[config.mk]
export PLATFORM = sky130hd
export DESIGN_NAME = step_seq_driver
export DESIGN_NICKNAME = d
export VERILOG_FILES = /design/src/rtl/step_seq_driver.sv
export SDC_FILE = /design/constraint.sdc
export NUM_CORES = 1
export LEC_CHECK = 0
export CAP_MARGIN = 10
export CORE_ASPECT_RATIO = 0.7
export CORE_MARGIN = 4
export CORE_UTILIZATION = 50
export CTS_BUF_LIST = sky130_fd_sc_hd__clkbuf_2
export DETAILED_ROUTE_END_ITERATION = 12
export PLACE_DENSITY = 0.82
export SYNTH_ARGS = -nofsm -noshare
export SYNTH_HDL_FRONTEND = slang
export SYNTH_SLANG_ARGS = --single-unit
[constraint.sdc]
create_clock -name clk -period 7.4 [get_ports clk]
set_input_delay 1.11 -clock clk [delete_from_list [all_inputs] [get_ports clk]]
set_output_delay 1.11 -clock clk [all_outputs]
set_load 0.1 [all_outputs]
[src/rtl/step_seq_driver.sv]
// Command-driven stepper coil sequencer: wave/full/half stepping, signed position, done/abort reporting.
// Optional macro STEP_HOLD_EN keeps the last coil pattern energised in IDLE instead of releasing it.
module step_seq_driver #(
  parameter int CNT_W = 16,
  parameter int PER_W = 20,
  parameter int POS_W = 24
) (
  input  logic                    clk,
  input  logic                    rst,
  input  logic                    cmd_valid,
  output logic                    cmd_ready,
  input  logic                    cmd_dir,
  input  logic [1:0]              cmd_mode,
  input  logic [CNT_W-1:0]        cmd_steps,
  input  logic [PER_W-1:0]        cmd_period,
  input  logic                    abort,
  output logic [3:0]              coils,
  output logic                    busy,
  output logic                    done,
  output logic                    aborted,
  output logic [CNT_W-1:0]        steps_left,
  output logic signed [POS_W-1:0] position,
  output logic [2:0]              phase
);

  typedef enum logic {S_IDLE, S_RUN} state_t;

  localparam logic [1:0]       MODE_WAVE = 2'b00;
  localparam logic [1:0]       MODE_HALF = 2'b10;
  localparam logic [PER_W-1:0] PER_ONE   = 1;
  localparam logic [CNT_W-1:0] CNT_ONE   = 1;
  localparam logic [POS_W-1:0] POS_ONE   = 1;

  state_t                    state_q, state_d;
  logic                      dir_q, dir_d;
  logic [1:0]                mode_q, mode_d;
  logic [PER_W-1:0]          per_q, per_d;
  logic [PER_W-1:0]          timer_q, timer_d;
  logic [2:0]                phase_q, phase_d;
  logic [3:0]                coils_q, coils_d;
  logic signed [POS_W-1:0]   position_q, position_d;
  logic [CNT_W-1:0]          steps_left_q, steps_left_d;
  logic                      done_q, done_d;
  logic                      aborted_q, aborted_d;
  logic [PER_W-1:0]          per_eff;
  logic [2:0]                phase_nxt;

  function automatic logic [3:0] coil_pat(input logic [2:0] idx);
    case (idx)
      3'd0:    coil_pat = 4'b0001;
      3'd1:    coil_pat = 4'b0011;
      3'd2:    coil_pat = 4'b0010;
      3'd3:    coil_pat = 4'b0110;
      3'd4:    coil_pat = 4'b0100;
      3'd5:    coil_pat = 4'b1100;
      3'd6:    coil_pat = 4'b1000;
      default: coil_pat = 4'b1001;
    endcase
  endfunction

  // Full mode lives on odd indices, wave on even: skip one more slot if parity is wrong.
  function automatic logic [2:0] next_phase(input logic [2:0] i, input logic dir,
                                            input logic [1:0] mode);
    logic [2:0] n;
    n = dir ? i + 3'd1 : i - 3'd1;
    if (mode != MODE_HALF && n[0] != (mode != MODE_WAVE))
      n = dir ? n + 3'd1 : n - 3'd1;
    return n;
  endfunction

  assign per_eff   = (cmd_period == '0) ? PER_ONE : cmd_period;
  assign phase_nxt = next_phase(phase_q, dir_q, mode_q);

  // NOTE: every next-state variable gets its hold value first so no path can infer a latch.
  always_comb begin
    state_d      = state_q;
    dir_d        = dir_q;
    mode_d       = mode_q;
    per_d        = per_q;
    timer_d      = timer_q;
    phase_d      = phase_q;
    coils_d      = coils_q;
    position_d   = position_q;
    steps_left_d = steps_left_q;
    done_d       = 1'b0;
    aborted_d    = aborted_q;

    case (state_q)
      S_IDLE: begin
`ifndef STEP_HOLD_EN
        if (done_q) coils_d = 4'b0000;
`endif
        if (cmd_valid && cmd_ready) begin
          dir_d        = cmd_dir;
          mode_d       = cmd_mode;
          per_d        = per_eff;
          steps_left_d = cmd_steps;
          aborted_d    = 1'b0;
          if (cmd_steps == '0) begin
            done_d = 1'b1;
          end else begin
            state_d = S_RUN;
            timer_d = per_eff - PER_ONE;
            coils_d = coil_pat(phase_q);
          end
        end
      end
      S_RUN: begin
        if (abort) begin
          state_d   = S_IDLE;
          done_d    = 1'b1;
          aborted_d = 1'b1;
        end else if (timer_q == '0) begin
          phase_d      = phase_nxt;
          coils_d      = coil_pat(phase_nxt);
          position_d   = dir_q ? position_q + POS_ONE : position_q - POS_ONE;
          steps_left_d = steps_left_q - CNT_ONE;
          timer_d      = per_q - PER_ONE;
          if (steps_left_q == CNT_ONE) begin
            state_d = S_IDLE;
            done_d  = 1'b1;
          end
        end else begin
          timer_d = timer_q - PER_ONE;
        end
      end
      default: state_d = S_IDLE;
    endcase
  end

  // NOTE: sequential state uses non-blocking assignments so all registers update together.
  always_ff @(posedge clk) begin
    if (rst) begin
      state_q      <= S_IDLE;
      dir_q        <= 1'b0;
      mode_q       <= 2'b00;
      per_q        <= '0;
      timer_q      <= '0;
      phase_q      <= 3'd0;
      coils_q      <= 4'b0000;
      position_q   <= '0;
      steps_left_q <= '0;
      done_q       <= 1'b0;
      aborted_q    <= 1'b0;
    end else begin
      state_q      <= state_d;
      dir_q        <= dir_d;
      mode_q       <= mode_d;
      per_q        <= per_d;
      timer_q      <= timer_d;
      phase_q      <= phase_d;
      coils_q      <= coils_d;
      position_q   <= position_d;
      steps_left_q <= steps_left_d;
      done_q       <= done_d;
      aborted_q    <= aborted_d;
    end
  end

  assign cmd_ready  = ~rst && (state_q == S_IDLE);
  assign busy       = (state_q == S_RUN);
  assign coils      = coils_q;
  assign done       = done_q;
  assign aborted    = aborted_q;
  assign steps_left = steps_left_q;
  assign position   = position_q;
  assign phase      = phase_q;

endmodule
==> summary.md, run 1 <==
| Metric | Value |
|---|---|
| Endpoint, Worst Hold | `position[12]$_SDFFE_PP0P_` |
| Predominant post-synthesis flop cell | `dfxtp_1` |
| Synth warn | `0` |
| Worst min path class | `register to register` |
| Post-synth EDFFs | `0` |
| Core Rows | `33` |
| WP data required | `about 6.3 ns` |
| Fin crit share | `about 54%` |
| Setup ws final | `3.37 ns` |
| Ys async rst share | `0%` |
| Cell taking the most area after synthesis | `dfxtp_1` |
| Bufs and invs on worst path | `3` |
| Post-CTS sizing | `0` |
| Antenna viol nets, final | `0` |
| Hold Startpoint | `position[12]$_SDFFE_PP0P_` |
| Crit path max fanout | `between 70 and 80` |
| Register bit total from synthesis | `between 90 and 100` |
| Initial core utilization | `51.7%` |
| WP data arrival | `2.92 ns` |
| Pwr dens | `163 mW/mm^2` |
| Min Tclk post-route | `about 4.0 ns` |
| Hold depth | `2` |
| Die height | `100 microns` |
| WL/cell | `approximately 16 microns` |
| CTS root buf | `clkbuf_2` |
| R2r endpoint | `position[23]$_SDFFE_PP0P_` |
| DRT Pass-1 Iters | `5` |
| Finish-stage setup viols | `0` |
| Dpl hpwl | `11500 microns` |
| Htree depth | `3` |
| CTS Sinks | `93` |
| CP max stage cell | `clkdlybuf4s50_1` |
| Worst path cell trace | `buf_2 -> buf_4 -> nor2_1 -> clkdlybuf4s50_1` |
| Core Footprint | `0.0118 sq mm` |
| Total gr overflow | `0` |
| Layout cell share with drive strength beyond 1 | `~6.1%` |
| Status | `complete, no violations` |
| Critical path class | `input pin to primary output` |
| Routed via count | `a little over 6000` |
| Worst-Margin Slew | `roughly 1 ns` |
| Post-CTS Setup Bufs | `0` |
| Worst clock skew | `about 0.034 ns` |
| Slew HR | `about a third` |
| Startpoint types | `input pin` |
| Worst path max stage delay | `1.00 ns` |
| Drt via density | `just under 6` |
| Num CTS Buffers | `9` |
| Delay-heaviest family, CP | `buffers and inverters` |
| DIE AREA | `about 0.014 sq mm` |
| Syn_nets | `about 870` |
| Final wirelength | `roughly 17000 microns` |
| Reg-to-Reg Start | `dir_q$_SDFFE_PP0P_` |
| Largest net degree at the start of global routing | `76` |
| Final hold vios | `0` |
| Die width | `~140 microns` |
| Gp weighted congestion | `around 0.93` |
| Residual DRC | `0` |
| CP Capture Type | `primary output` |
| Initial drt markers | `around 550` |
| First-pass GRT wire length | `26600 microns` |
| Lkg Pwr | `between 2 and 3 nW` |
| Layout area overhead | `18.1%` |
| I/O pin count | `94` |
| Register area share after synthesis | `30.5%` |
| Ant diodes | `0` |
| Area share of the largest cell type after synthesis | `between 30% and 40%` |
| Area contributors post-synth | `dfxtp_1 (31%), a21oi_1 (6.9%), ha_1 (6.6%)` |
| CTS tree | `built` |
| Worst skew pair latency | `roughly 0.56 ns` |
| # Max-Cap Violations | `0` |
| Final nets | `between 900 and 1000` |
| Hold buffer count at cts | `0` |
| Worst-path clk slew | `about 0.2 ns` |
| Port bufs | `93` |
| Syn Inst Count | `approximately 790` |
| Vias in the first global route | `around 5300` |
| Final Max Slew Viols | `0` |
| Setup_tns | `0 ns` |
| Maximum vdd drop | `about 0.095 mV` |
| Filler cells | `between 1000 and 1500` |
| Unrepaired setup endpoints after global routing | `no` |
| Avg Cell Area, Syn | `around 7.7 sq um` |
| Clk buf depth | `2` |
| Cell variety after synth | `73` |
| FF-to-FF setup slack | `3.80 ns` |
| Antenna violations before repair | `0` |
| Synth Cell Area | `between 0.006 and 0.007 sq mm` |
| Pre-CTS setup slack | `about 3.4 ns` |
| Gr usage total | `between 20% and 30%` |
| FF-to-FF path depth | `10` |
| Achievable frequency | `248 MHz` |
-- registers in the layout (all words and copies together) (netlist names) --
register and cells:
aborted 1, coils 4, done 1, position 24
timer_q 20, steps_left 16, mode_q 2, phase 3
dir_q 1, busy 1, per_q 20
-- cell usage after synthesis, types with 12 or more instances --
| master | number |
|---|---|
| nor2_1 | 102 |
| dfxtp_1 | 93 |
| a21oi_1 | 84 |
| nand2_1 | 75 |
| o21ai_0 | 36 |
| a21o_1 | 34 |
| ha_1 | 32 |
| a211oi_1 | 30 |
| and3_1 | 27 |
| clkbuf_1 | 25 |
| xnor2_1 | 23 |
| inv_1 | 20 |
| nand3_1 | 19 |
| nor3_1 | 19 |
| xor2_1 | 12 |
-- cells by family after synthesis --
group / count (synthesis) / share of synthesized area [%]
simple gates: 299 / 24.0
compound gates: 254 / 27.2
fa+ha+maj: 33 / 6.89
xor+xnor: 35 / 5.02
flops: 93 / 30.5
mux: 10 / 1.72
buf+inv: 67 / 4.66
-- area by class of cell --
cell class | instances | area (sq um) | area share (%)
inverters | 20 | 75.1 | 1.04
multi-input cells | 631 | 3960 | 55.0
flip-flops and latches | 93 | 1860 | 25.9
repair buffers | 100 | 978 | 13.6
well taps | 157 | 196 | 2.73
clock buffers | 10 | 50.0 | 0.695
clock inverters | 5 | 76.3 | 1.06
-- layout by cell type, fill, tap and decap left out, drive strengths merged, types with 4 or more instances in the layout --
cell type / synthesis / routed
mux2i: 6 / 6
or2: 8 / 8
o31ai: 4 / 4
nor2b: 4 / 4
nor4: 14 / 14
nand3: 20 / 20
o21ai: 37 / 37
nor3: 21 / 21
a221oi: 4 / 4
xnor2: 23 / 23
nand4: 5 / 5
inv: 20 / 20
xor2: 12 / 12
clkdlybuf4s50: 0 / 92
a22oi: 5 / 5
a21o: 34 / 34
o211ai: 4 / 4
nand2: 75 / 75
mux2: 4 / 4
a31oi: 11 / 11
buf: 22 / 8
or3: 4 / 4
ha: 32 / 32
a311oi: 4 / 4
and3: 27 / 27
a21oi: 84 / 84
dfxtp: 93 / 93
clkbuf: 25 / 10
a211oi: 30 / 30
nor2: 104 / 104
-- how the worst max path moves through the flow --
stage	startpoint	to	slack [ns]	cells after the start
2_1_floorplan	busy$_SDFF_PP0_	cmd_ready	3.16	7
3_5_place_dp	rst	cmd_ready	3.36	4
5_1_grt	rst	cmd_ready	3.25	4
6_report	rst	cmd_ready	3.37	4
4_1_cts	rst	cmd_ready	3.35	4
3_3_place_gp	rst	cmd_ready	3.36	4
-- worst register-to-register path: cells and delay by family, from the launching register on --
family | cells | cell delay [ns]
flip-flops | 1 | 0.54
AND/OR/NAND/NOR | 3 | 0.40
multiplexers | 1 | 0.18
AO/OA/AOI/OAI | 4 | 1.31
adder cells (fa/ha/maj) | 1 | 0.57
buffers and inverters | 1 | 0.49
-- power breakdown --
part	internal [mW]	switching, mW	total, mW
combinational	0.120	0.214	0.335
clock	0.110	0.174	0.284
sequential	0.528	0.0250	0.553
-- routing by layer --
layer | vias up | share of wire [%] | global-route usage [%]
li1 | 3012 | - | -
met1 | 2788 | 49 | 33.8
met2 | 227 | 41 | 32.9
met3 | 15 | 8.3 | 5.81
met4 | 0 | 0.89 | 4.32
met5 | - | 0 | 0
-- metrics by stage --
| step | hold WS, ns | cell area [sq um] | util (%) | instances | power [mW] |
|---|---|---|---|---|---|
| finish | 0.494 | 7200 | 61.0 | 1016 | 1.17 |
| global route | 0.512 | 7200 | 61.0 | 1016 | 1.23 |
| CTS | 0.495 | 7200 | 61.0 | 1016 | 1.17 |
| detailed placement | 0.465 | 7080 | 59.9 | 1001 | 0.893 |
| global placement | 0.457 | 7080 | 59.9 | 1001 | 0.889 |
| floorplan | 0.437 | 6100 | - | 791 | 0.804 |
Power figures use the tool's default switching activity.
==> run 2, diff against run 1 <==
- clock period: 7.4 -> 4.2 ns (I/O delays scaled with it)
==> summary.md, run 2 (synthesis results as in run 1) <==
| Metric | Value |
|---|---|
| CP max stage cell | `clkdlybuf4s50_1 (unchanged)` |
| Most frequent cells in the layout | `nor2_1 (100), dfxtp_1 (92), clkdlybuf4s50_1 (92) (unchanged)` |
| Hold buffer count at cts | `0 (unchanged)` |
| Post-CTS Setup Bufs | `0 (unchanged)` |
| WL/cell | `16.5 microns (was 16.3 microns)` |
| Worst path max stage delay | `1.27 ns (was 1.00 ns)` |
| FF-to-FF path depth | `8 (was 10)` |
| Routed wire length on met2 | `6850 microns (was 6830 microns)` |
| Min Tclk post-route | `around 3.4 ns` |
| Combinational Power Share | `28.3% (was 28.6%)` |
| Critical path class | `register to primary output (was input pin to primary output)` |
| Highest routed layer | `met5 (was met4)` |
| Pint | `1.34 mW (was 0.758 mW)` |
| Final Max Slew Viols | `0 (unchanged)` |
| Hold Startpoint | `position[5]$_SDFFE_PP0P_ (was position[12]$_SDFFE_PP0P_)` |
| Core Rows | `33 (unchanged)` |
| Placed cells | `1002 (was 1001)` |
| Layout area overhead | `18.4% (was 18.1%)` |
| Layout cell share with drive strength beyond 1 | `6.50% (was 6.05%)` |
| WP data arrival | `2.81 ns (was 2.92 ns)` |
| Met3 WL | `1470 microns (was 1380 microns)` |
| Endpoint, Worst Hold | `position[5]$_SDFFE_PP0P_ (was position[12]$_SDFFE_PP0P_)` |
| CTS Sinks | `93 (unchanged)` |
| Worst-Margin Slew | `1.01 ns (about the same)` |
| Startpoint types | `register (was input pin)` |
| Htree depth | `3 (unchanged)` |
| Filler cells | `1124 (was 1082)` |
| Final core occ | `61.1% (was 61.0%)` |
| Port bufs | `93 (unchanged)` |
| Clk buf depth | `2 (unchanged)` |
| Worst path cell trace | `buf_4 -> clkdlybuf4s50_1 (was buf_2 -> buf_4 -> nor2_1 -> clkdlybuf4s50_1)` |
| FF-to-FF setup slack | `0.77 ns (was 3.80 ns)` |
| Reg-to-Reg Start | `busy$_SDFF_PP0_ (was dir_q$_SDFFE_PP0P_)` |
| Clock Power Share | `25.2% (was 24.2%)` |
| WP data required | `3.57 ns (was 6.29 ns)` |
| Dpl cell area | `0.00708 sq mm (about the same)` |
| Final nets | `932 (was 931)` |
| Die height | `100 microns (unchanged)` |
| # Max-Cap Violations | `0 (unchanged)` |
| CP Capture Type | `primary output (unchanged)` |
| Antenna viol nets, final | `0 (unchanged)` |
| Maximum vdd drop | `0.145 mV (was 0.0950 mV)` |
| Slew HR | `32.2% (was 32.7%)` |
| Gr usage total | `23.4% (was 22.6%)` |
| Antenna violations before repair | `1 (was 0)` |
| First-pass GRT wire length | `27300 microns (was 26600 microns)` |
| Drt via density | `5.94 (was 5.95)` |
| Gp weighted congestion | `0.897 (was 0.929)` |
| Final Instance Area | `0.00722 sq mm (was 0.00720 sq mm)` |
| Area of the multi-input gates | `0.00396 sq mm (unchanged)` |
| Register Area | `0.00186 sq mm (unchanged)` |
| Finished Layout Cells | `1018 (was 1016)` |
| Total gr overflow | `0 (unchanged)` |
| Dpl hpwl | `11800 microns (was 11500 microns)` |
| DRT Pass-1 Iters | `5 (unchanged)` |
| Pwr dens | `290 mW/mm^2 (was 163 mW/mm^2)` |
| CTS root buf | `clkbuf_2 (unchanged)` |
| Unrepaired setup endpoints after global routing | `no (unchanged)` |
| Ant diodes | `0 (unchanged)` |
| Residual DRC | `0 (unchanged)` |
| Crit path max fanout | `75 (was 74)` |
| CTS tree | `built (unchanged)` |
| Die width | `140 microns (unchanged)` |
| I/O pin count | `94 (unchanged)` |
| Metal1 wirelength | `8310 microns (was 8160 microns)` |
| Max reg flops | `24 (unchanged)` |
| Finish-stage setup viols | `0 (unchanged)` |
| Setup_tns | `0 ns (unchanged)` |
| Worst skew pair latency | `0.60 ns (was 0.56 ns)` |
| Worst-path clk slew | `0.25 ns (was 0.20 ns)` |
| Achievable frequency | `291 MHz` |
| DIE AREA | `0.0141 sq mm (unchanged)` |
| Largest net degree at the start of global routing | `76 (unchanged)` |
| Num CTS Buffers | `9 (unchanged)` |
| Vias in the first global route | `5336 (was 5291)` |
| Hold_ws | `0.494 ns (about the same)` |
| Initial drt markers | `613 (was 548)` |
| Reg power frac | `46.5% (was 47.2%)` |
| Routed via count | `6051 (was 6042)` |
| Final wirelength | `16800 microns (was 16500 microns)` |
| Final hold vios | `0 (unchanged)` |
| Worst clock skew | `0.0510 ns (was 0.0336 ns)` |
| Switching part of the total power | `35.9% (was 35.3%)` |
| R2r endpoint | `timer_q[19]$_SDFFE_PP0P_ (was position[23]$_SDFFE_PP0P_)` |
| Commonest non-fill, non-tap cell in the layout | `nor2_1 (unchanged)` |
| Worst min path class | `register to register (unchanged)` |
| Sw Pwr | `0.752 mW (was 0.413 mW)` |
| Hold depth | `2 (unchanged)` |
| Status | `complete, no violations (unchanged)` |
| Post-CTS sizing | `0 (unchanged)` |
| Lkg Pwr | `2.92 nW (was 2.91 nW)` |
| Core Footprint | `0.0118 sq mm (unchanged)` |
| Initial core utilization | `51.7% (unchanged)` |
| Fin crit share | `a little over 80%` |
==> run 2: cell types whose count changed in the layout (fill, tap and decap cells not counted) <==
| cell | previous run | this run |
|---|---|---|
| buf_4 | 7 | 8 |
| clkinv_1 | 2 | 0 |
| clkinv_2 | 0 | 2 |
| clkinv_4 | 1 | 0 |
| clkinvlp_4 | 0 | 1 |
| inv_6 | 0 | 1 |
==> run 2: worst max-delay path by stage <==
| stage | start | to | slack [ns] | cells past startpoint |
|---|---|---|---|---|
| 2_1_floorplan | busy$_SDFF_PP0_ | cmd_ready | 0.44 | 7 |
| 3_3_place_gp | cmd_valid | timer_q[0]$_SDFFE_PP0P_ | 0.80 | 8 |
| 3_5_place_dp | cmd_valid | timer_q[11]$_SDFFE_PP0P_ | 0.77 | 8 |
| 4_1_cts | busy$_SDFF_PP0_ | busy | 0.73 | 2 |
| 5_1_grt | busy$_SDFF_PP0_ | timer_q[10]$_SDFFE_PP0P_ | 0.36 | 8 |
| 6_report | busy$_SDFF_PP0_ | busy | 0.76 | 2 |
==> run 2: area by class of cell <==
class	count	area share, %
Clock buffer	10	0.693
Clock inverter	6	1.20
Inverter	20	1.04
Multi-Input combinational cell	631	54.9
Sequential cell	93	25.8
Tap cell	157	2.72
Timing Repair Buffer	101	13.7
==> run 2: power groups by stage <==
stage	sequential [mW]	combinational (mW)	clock (mW)
2_1_floorplan	1.07	0.345	0
3_3_place_gp	0.989	0.576	0
3_5_place_dp	0.989	0.584	0
4_1_cts	0.973	0.587	0.543
5_1_grt	0.982	0.643	0.578
6_report	0.975	0.592	0.528
==> run 2: per-stage QoR <==
stage	setup slack, ns	total power [mW]
5_1_grt	0.356	2.20
3_3_place_gp	0.804	1.57
3_5_place_dp	0.767	1.57
2_1_floorplan	0.443	1.42
4_1_cts	0.727	2.10
6_report	0.764	2.10
==> run 2: per-layer routing <==
layer  vias up  track usage (%)
met5         -                0
met4         2             4.62
met3        16             5.05
met2       244             32.9
met1      2771             36.5
li1       3018                -
==> run 2: critical path, delay by kind of cell, from the launching register on <==
kind                   cells  cell delay, ns
flip-flops                 1            0.38
buffers and inverters      2            1.86
==> run 3, diff against run 2 <==
- clock period: 4.2 -> 3.5 ns (I/O delays scaled with it)
==> summary.md, run 3 (synthesis results as in run 1) <==
| Metric | Value |
|---|---|
| Status | `complete, no violations (unchanged)` |
| Pre-CTS setup slack | `0.276 ns (was 0.767 ns)` |
| Worst-Margin Slew | `1.04 ns (was 1.01 ns)` |
| Port bufs | `93 (unchanged)` |
| Residual DRC | `0 (unchanged)` |
| Worst skew pair latency | `0.58 ns (was 0.60 ns)` |
| DIE AREA | `0.0141 sq mm (unchanged)` |
| Gp weighted congestion | `0.912 (was 0.897)` |
| Max reg flops | `24 (unchanged)` |
| Worst-path clk slew | `0.28 ns (was 0.25 ns)` |
| Vias in the first global route | `5504 (was 5336)` |
| Largest net degree at the start of global routing | `41 (was 76)` |
| Antenna violations before repair | `0 (was 1)` |
| Commonest non-fill, non-tap cell in the layout | `nor2_1 (unchanged)` |
| WP data required | `4.02 ns (was 3.57 ns)` |
| Crit path max fanout | `7 (was 75)` |
| Dpl hpwl | `12200 microns (was 11800 microns)` |
| Initial drt markers | `518 (was 613)` |
| Drt via density | `5.96 (was 5.94)` |
| Fin crit share | `between 90% and 100%` |
| Antenna viol nets, final | `0 (unchanged)` |
| Startpoint types | `register (unchanged)` |
| Layout area overhead | `19.2% (was 18.4%)` |
| Min Tclk post-route | `~3.2 ns` |
| Reg-to-Reg Start | `dir_q$_SDFFE_PP0P_ (was busy$_SDFF_PP0_)` |
| # Max-Cap Violations | `0 (unchanged)` |
| Die width | `140 microns (unchanged)` |
| Gr usage total | `24.1% (was 23.4%)` |
| I/O pin count | `94 (unchanged)` |
| Total gr overflow | `0 (unchanged)` |
| Final Max Slew Viols | `0 (unchanged)` |
| WL/cell | `16.5 microns (about the same)` |
| Critical path class | `register to register (was register to primary output)` |
| CP Capture Type | `register (was primary output)` |
| WP data arrival | `3.68 ns (was 2.81 ns)` |
| Setup_tns | `0 ns (unchanged)` |
| CTS tree | `built (unchanged)` |
| Worst clock skew | `0.0343 ns (was 0.0510 ns)` |
| Final wirelength | `17000 microns (was 16800 microns)` |
| Core Rows | `33 (unchanged)` |
| Hold Startpoint | `rst (was position[5]$_SDFFE_PP0P_)` |
| Clk buf depth | `2 (unchanged)` |
| Final core occ | `61.6% (was 61.1%)` |
| CTS Sinks | `93 (unchanged)` |
| CTS root buf | `clkbuf_2 (unchanged)` |
| Htree depth | `3 (unchanged)` |
| Final nets | `942 (was 932)` |
| Initial core utilization | `51.7% (unchanged)` |
| Pwr dens | `336 mW/mm^2 (was 290 mW/mm^2)` |
| Worst Setup SP | `dir_q$_SDFFE_PP0P_ (was busy$_SDFF_PP0_)` |
| First-pass GRT wire length | `28200 microns (was 27300 microns)` |
| Worst min path class | `input pin to register (was register to register)` |
| Maximum vdd drop | `0.191 mV (was 0.145 mV)` |
| Layout cell share with drive strength beyond 1 | `7.69% (was 6.50%)` |
| Ant diodes | `0 (unchanged)` |
| Routed via count | `6124 (was 6051)` |
| Slew HR | `30.4% (was 32.2%)` |
| Most frequent cells in the layout | `nor2_1 (99), dfxtp_1 (92), clkdlybuf4s50_1 (90) (was nor2_1 (100), dfxtp_1 (92), clkdlybuf4s50_1 (92))` |
| Core Footprint | `0.0118 sq mm (unchanged)` |
| Final hold vios | `0 (unchanged)` |
| Num CTS Buffers | `9 (unchanged)` |
| Achievable frequency | `about 320 MHz` |
| Unrepaired setup endpoints after global routing | `no (unchanged)` |
| Setup ws final | `0.343 ns (was 0.764 ns)` |
| DRT Pass-1 Iters | `5 (unchanged)` |
| Die height | `100 microns (unchanged)` |
| Lkg Pwr | `2.95 nW (was 2.92 nW)` |
| Finish-stage setup viols | `0 (unchanged)` |
[run 3: cell count changes in the layout (fill, tap and decap cells not counted), moves of 2 or more]
cell             previous run  this run
buf_4                       8        20
clkinv_1                    0         3
clkinvlp_4                  1         3
clkdlybuf4s50_1            92        90
clkinv_2                    2         0
[run 3: layout make-up]
type	instances	area (sq um)
Fill cell	1131	4540
Multi-Input combinational cell	631	3970
Sequential cell	93	1860
Timing Repair Buffer	111	1060
Tap cell	157	196
Inverter	20	78.8
Clock inverter	7	65.1
Clock buffer	9	45.0
[run 3: what timing repair did]
action,4_1_cts,5_1_grt
hold buffers,0,0
resized for setup,0,1
setup endpoints to repair,0,1
buffers inserted,0,2
[run 3: final timing paths]
check        depth (start not counted)                        end  slack, ns
min                                  4     mode_q[0]$_SDFFE_PP0P_       0.33
max                                 10  position[22]$_SDFFE_PP0P_       0.34
max reg2reg                         10  position[22]$_SDFFE_PP0P_       0.34
min reg2reg                          2      per_q[0]$_SDFFE_PP0P_       0.48
[run 3: power by group]
group	switching, mW	leakage, nW	total, mW	internal [mW]
registers	0.0566	0.760	1.17	1.12
clock network	0.387	0.0610	0.547	0.160
logic	0.459	2.13	0.723	0.264
[run 3: per-stage QoR]
step | cell area [sq um] | cells | hold WS [ns] | total power, mW
floorplan | 6100 | 791 | 0.437 | 1.70
global route | 7270 | 1028 | 0.332 | 2.58
detailed placement | 7140 | 1010 | 0.459 | 1.90
global placement | 7140 | 1010 | 0.451 | 1.89
CTS | 7250 | 1026 | 0.261 | 2.46
finish | 7270 | 1028 | 0.330 | 2.44
[run 3: layer usage]
metal  global-route usage, %  share of wire [%]  vias to the layer above  wire [microns]
met5                       0                  0                        -               0
met4                    4.84               0.81                        0             138
met3                    4.81                8.6                       13            1470
met2                    34.9                 41                      249            6910
met1                    37.0                 50                     2817            8440
li1                        -                  -                     3045               -
[run 3: critical path, cell delays in order, from the launching register on]
cell and delay (ns):
dfxtp_1 0.55, clkinvlp_4 0.23, fa_1 0.45, a211oi_1 0.37
o21ai_0 0.24, nand4_1 0.17, nand4_1 0.16, a31oi_1 0.35
o21ai_0 0.19, nor4b_1 0.29, a211o_1 0.14
